File: config.mk
export PLATFORM = sky130hd
export DESIGN_NAME = gmm_background_select
export DESIGN_NICKNAME = d
export VERILOG_FILES = /design/src/rtl/gmm_background_select.sv
export SDC_FILE = /design/constraint.sdc
export NUM_CORES = 1
export LEC_CHECK = 0
export CORE_MARGIN = 4
export CORE_UTILIZATION = 57
export CTS_CLUSTER_SIZE = 30
export DETAILED_ROUTE_END_ITERATION = 12
export PLACE_DENSITY = 0.84
export SETUP_SLACK_MARGIN = 0.2
export SYNTH_ARGS = -nofsm -noshare
export SYNTH_HDL_FRONTEND = slang
export SYNTH_SLANG_ARGS = --single-unit
File: constraint.sdc
create_clock -name clk -period 10.7 [get_ports clk]
set_clock_uncertainty 0.2 [all_clocks]
set_input_delay 2.14 -clock clk [delete_from_list [all_inputs] [get_ports clk]]
set_output_delay 2.14 -clock clk [all_outputs]
set_load 0.01 [all_outputs]
File: src/rtl/gmm_background_select.sv
// GMM background selection stage: fills B (background cluster count) and p_max_idx
// into a sorted beat through a 3-deep pipeline that stalls as one unit.

package gmm_background_select_pkg;
    localparam int MEM_W_WIDTH = 8;

    typedef struct packed {
        logic [1:0] clusters_num;
        logic [7:0] pixel;
    } in_t;

    typedef struct packed {
        in_t                              in;
        logic [2:0][7:0]                  mem_var;
        logic [2:0][MEM_W_WIDTH-1:0]      mem_w;
        logic [2:0][7:0]                  mem_color;
        logic [2:0][7:0]                  vars;
        logic [7:0]                       var_min;
        logic [7:0]                       var_max;
        logic [1:0]                       var_min_idx;
        logic [1:0]                       var_max_idx;
        logic [2:0]                       is_matched;
        logic [1:0]                       B;
        logic [1:0]                       p_max_idx;
    } mega_data_t;
endpackage

module gmm_background_select
    import gmm_background_select_pkg::*;
#(
    parameter int THRESH    = 179,
    parameter int W_WIDTH   = MEM_W_WIDTH,
    parameter int SUM_WIDTH = 10
) (
    input  logic                           clk,
    input  logic                           rst,
    input  logic                           snk_valid,
    input  logic [$bits(mega_data_t)-1:0]  snk_data,
    output logic                           snk_ready,
    input  logic                           src_ready,
    output logic                           src_valid,
    output logic [$bits(mega_data_t)-1:0]  src_data
);

    localparam logic [SUM_WIDTH-1:0] THR = SUM_WIDTH'(THRESH);

    mega_data_t in_beat;
    logic [1:0] in_n;
    logic [W_WIDTH-1:0] we0, we1, we2;
    logic [SUM_WIDTH-1:0] c0_next, c1_next, c2_next;
    logic stall;

    logic                 s1_valid;
    mega_data_t           s1_data;
    logic [SUM_WIDTH-1:0] s1_c0, s1_c1, s1_c2;
    logic                 s1_m01;
    logic [W_WIDTH-1:0]   s1_we0, s1_we1, s1_we2;

    logic                 s2_valid;
    mega_data_t           s2_data;
    logic [2:0]           s2_f;
    logic [W_WIDTH-1:0]   s2_wm01, s2_we2;
    logic                 s2_m01;

    logic [1:0]           s1_n, s2_n;
    logic [2:0]           f_next;
    logic [1:0]           b_next, pmax_next;
    mega_data_t           s3_next;

    assign in_beat   = mega_data_t'(snk_data);
    assign in_n      = in_beat.in.clusters_num;
    assign stall     = src_valid & ~src_ready;
    assign snk_ready = ~stall;

    // Clusters beyond clusters_num contribute zero weight everywhere downstream.
    always_comb begin
        we0 = (in_n > 2'd0) ? in_beat.mem_w[0] : '0;
        we1 = (in_n > 2'd1) ? in_beat.mem_w[1] : '0;
        we2 = (in_n > 2'd2) ? in_beat.mem_w[2] : '0;
        c0_next = SUM_WIDTH'(we0);
        c1_next = SUM_WIDTH'(we0) + SUM_WIDTH'(we1);
        c2_next = SUM_WIDTH'(we0) + SUM_WIDTH'(we1) + SUM_WIDTH'(we2);
    end

    assign s1_n = s1_data.in.clusters_num;
    assign s2_n = s2_data.in.clusters_num;

    always_comb begin
        f_next[0] = (s1_c0 > THR) && (s1_n > 2'd0);
        f_next[1] = (s1_c1 > THR) && (s1_n > 2'd1);
        f_next[2] = (s1_c2 > THR) && (s1_n > 2'd2);
    end

    // First crossing wins; with no crossing every valid cluster counts as background.
    always_comb begin
        if (s2_f[0])
            b_next = 2'd1;
        else if (s2_f[1])
            b_next = 2'd2;
        else if (s2_f[2])
            b_next = 2'd3;
        else
            b_next = s2_n;
        pmax_next = ((s2_we2 > s2_wm01) && (s2_n == 2'd3)) ? 2'd2 : {1'b0, s2_m01};
        s3_next           = s2_data;
        s3_next.B         = b_next;
        s3_next.p_max_idx = pmax_next;
    end

    always_ff @(posedge clk) begin
        if (!rst) begin
            s1_valid  <= 1'b0;
            s1_data   <= '0;
            s1_c0     <= '0;
            s1_c1     <= '0;
            s1_c2     <= '0;
            s1_m01    <= 1'b0;
            s1_we0    <= '0;
            s1_we1    <= '0;
            s1_we2    <= '0;
            s2_valid  <= 1'b0;
            s2_data   <= '0;
            s2_f      <= '0;
            s2_wm01   <= '0;
            s2_we2    <= '0;
            s2_m01    <= 1'b0;
            src_valid <= 1'b0;
            src_data  <= '0;
        end else if (!stall) begin
            s1_valid  <= snk_valid;
            s1_data   <= in_beat;
            s1_c0     <= c0_next;
            s1_c1     <= c1_next;
            s1_c2     <= c2_next;
            s1_m01    <= (we1 > we0);
            s1_we0    <= we0;
            s1_we1    <= we1;
            s1_we2    <= we2;

            s2_valid  <= s1_valid;
            s2_data   <= s1_data;
            s2_f      <= f_next;
            s2_wm01   <= (s1_we1 > s1_we0) ? s1_we1 : s1_we0;
            s2_we2    <= s1_we2;
            s2_m01    <= s1_m01;

            src_valid <= s2_valid;
            src_data  <= s3_next;
        end
    end

endmodule

==> impl_metrics.env <==
export IMPL_status="complete, no violations"
export IMPL_yosysUniqueCellTypes=52
export IMPL_drc_errors=0
export IMPL_grtUsageMet3=0.0408
export IMPL_grt_max_degree=253
export IMPL_crit_chain="clkdlybuf4s50_1 > or2_2 > and2_1 > ha_1 > fa_1 > nand4b_1 > o311ai_1 > o21ai_1 > nand2b_1 > xnor2_1 > ha_1 > o41ai_1 > xnor2_1 > nand2_1 > a21oi_1"
export IMPL_drive_above_1_share=0.0352
export IMPL_nets=2502
export IMPL_synth_compound_area_frac=0.162
export IMPL_clk_path_buf_depth=3
export IMPL_critPathMaxStageDelay_ns=0.87
export IMPL_grt_ovfl_total=0
export IMPL_avgViaCountPerCell=5.37
export IMPL_arrival_ns=6.56
export IMPL_grt_busiest_layer="met2"
export IMPL_synthArstFlopShare=0
export IMPL_yosysMostFrequentCell="nand2_1"
export IMPL_min_period_ns=6.30
export IMPL_cp_start_kind="input port"
export IMPL_grt_pass1_vias=13400
export IMPL_ant_nets=0
export IMPL_yosys_area_share_simple=0.216
export IMPL_hold_viol_final=0
export IMPL_synthTopCellsByCount="nand2_1 (857), dfxtp_1 (454), a21oi_1 (452)"
export IMPL_path_class="in -> reg"
export IMPL_cts_sinks=454
export IMPL_cts_resized=0
export IMPL_row_count=62
export IMPL_maxSlewViolCount=0
export IMPL_yosysWarnings=0
export IMPL_grt_util_met1=0.315
export IMPL_grt_antenna_before_repair=3
export IMPL_fp_dieH_um=180
export IMPL_leakagePower_nw=8.08
export IMPL_ys_seq_area_frac=0.537
export IMPL_htreeDepth=2
export IMPL_worstMarginPinSlew_ns=1.13
export IMPL_grt_use_total=0.236
export IMPL_synth_edf_count=0
export IMPL_drt_first_pass_iters=5
export IMPL_gp_congestion=0.866
export IMPL_ir_worst_vdd_mv=0.114
export IMPL_crit_slowest_cell="clkdlybuf4s50_1"
export IMPL_die_w_um=180
export IMPL_cts_root_buf="clkbuf_16"
export IMPL_yosysTopAreaCell="dfxtp_1"
export IMPL_syn_to_final_growth_pct=23.9
export IMPL_tns_ns=0
export IMPL_synth_flop_cell="dfxtp_1"
export IMPL_met2_usage=0.383
export IMPL_cts_hold_buffers=0
export IMPL_vias=14700
export IMPL_cellPowerDensity_mw_per_mm2=173
export IMPL_hold_ws_ns=0.243
export IMPL_clk_insertion_delay_late_ns=0.55
export IMPL_fmaxAchievable_ghz=0.159
export IMPL_ios=272
export IMPL_wl_per_cell_um=14.9
export IMPL_dp_hpwl_um=25700
export IMPL_port_buffers=267
export IMPL_setup_violations=0
export IMPL_rsz0062_at_grt="false"
export IMPL_post_cts_setup_buffers=0
export IMPL_ys_ff_latch=454
export IMPL_synthMuxAreaShare=0.00532
export IMPL_syn_avg_cell_area_um2=7.82
export IMPL_fillers=2277
export IMPL_synthAdderAreaFrac=0.0304
export IMPL_synth_top_family_by_area="simple AND/OR/NAND/NOR gates"
export IMPL_initial_utilization=0.583
export IMPL_die_area_mm2=0.0325
export IMPL_cp_end_kind="flop"
export IMPL_grt_pass1_wl_um=65800
export IMPL_critPathMaxFanout=29
export IMPL_maxCapViolations=0
export IMPL_synth_top_area_frac=0.537
export IMPL_finalCritPeriodShare=0.589
export IMPL_synthXorXnorAreaFrac=0.00717
export IMPL_syn_area_mm2=0.0169
export IMPL_drt_initial_drc_count=1167
export IMPL_core_area_mm2=0.0290
export IMPL_utilization=0.722
export IMPL_cp_required_ns=10.96
export IMPL_cts_inserted_buffers=45
export IMPL_clk_pin_slew_ns=0.06
export IMPL_ys_top_cells_by_area="dfxtp_1 (54%), nand2_1 (19%), a21oi_1 (13%)"
export IMPL_mappedNetlistNets=2339
export IMPL_syn_inst=2163
export IMPL_drt_wl_total_um=40800
export IMPL_slew_headroom=0.245
export IMPL_hp_class="reg -> reg"
export IMPL_cts_tree="done"
[path summary, 6_finish.rpt]
path	from	end	slack, ns	cells past startpoint
hold reg to reg	s2_data[114]$_SDFFE_PN0N_	src_data[114]$_SDFFE_PN0N_	0.24	2
hold / removal	s2_data[114]$_SDFFE_PN0N_	src_data[114]$_SDFFE_PN0N_	0.24	2
setup reg to reg	src_valid$_SDFFE_PN0N_	s1_data[120]$_SDFFE_PN0N_	7.13	6
setup / recovery	snk_data[132]	s1_c2[7]$_SDFFE_PN0N_	4.40	15
[metrics by stage]
step	instance area (µm²)	instances	setup WS (ns)	power [mW]
floorplan	16900	2163	5.12	2.04
global placement	19600	2663	3.95	2.16
detailed placement	19600	2663	3.90	2.17
CTS	21000	2739	4.46	3.64
global route	21000	2742	4.12	3.76
finish	21000	2742	4.40	3.62
[state kept, by name (all words and copies together) (netlist names), 2 cells and up]
name,flops
src_data,133
s1_data,127
s1_we1,8
s2_wm01,8
s1_we2,8
s2_we2,8
s1_n,2
s2_n,2
s1_c2,8
s2_data,127
s2_f,3
s1_c1,7
s1_c0,8
[per-layer routing]
metal | vias to the layer above | wire [µm]
met4 | 0 | 1600
met5 | - | 0
met3 | 104 | 2320
met1 | 6832 | 17800
li1 | 7364 | -
met2 | 414 | 19100
[logic make-up (layout without fill, tap and decap cells)]
family          count (synthesis)  after routing
fa+ha+maj                      40             40
compound gates                519            519
flops                         454            454
simple gates                  940            940
buf+inv                       188            380
xor+xnor                       13             13
other cells                     0              3
mux                             9              9
[layout by cell type, fill, tap and decap left out, types with 4 or more instances in the layout]
master and count:
xnor2_1 7, nand2b_1 4, clkbuf_16 45, clkdlybuf4s50_1 267, inv_1 29, a211oi_1 5
nand3_1 5, nand4_1 6, clkbuf_8 6, xor2_1 5, and2_1 7, ha_1 37
nor3_1 7, and3_1 13, o21ai_0 27, a21o_1 4, nor2_1 28, a21oi_1 452
dfxtp_1 454, clkbuf_1 15, nand2_1 857, mux2i_1 9, o21ai_1 4, clkinv_2 4
[where the power goes]
group          internal (mW)  total (mW)  switching [mW]
registers               1.77        1.82          0.0422
logic                  0.151       0.325           0.174
clock network          0.845        1.48           0.631
[final cells by class]
type / instances / area [µm²] / area share
flip-flops and latches: 454 / 9090 / 0.434
multi-input cells: 1521 / 7130 / 0.340
repair buffers: 273 / 2760 / 0.131
diodes: 3 / 7.51 / 0.000358
inverters: 31 / 131 / 0.00627
clock buffers: 66 / 1260 / 0.0604
well taps: 384 / 480 / 0.0229
clock inverters: 10 / 105 / 0.00501
[critical path: cells and delay by family]
kind,cells,cell delay (ns)
buffers and inverters,1,0.87
AOI/OAI and AO/OA,4,1.07
and+or+nand+nor,5,1.13
adders and majority gates,3,0.97
xor gates and xnor gates,2,0.35
Power figures use the tool's default switching activity.
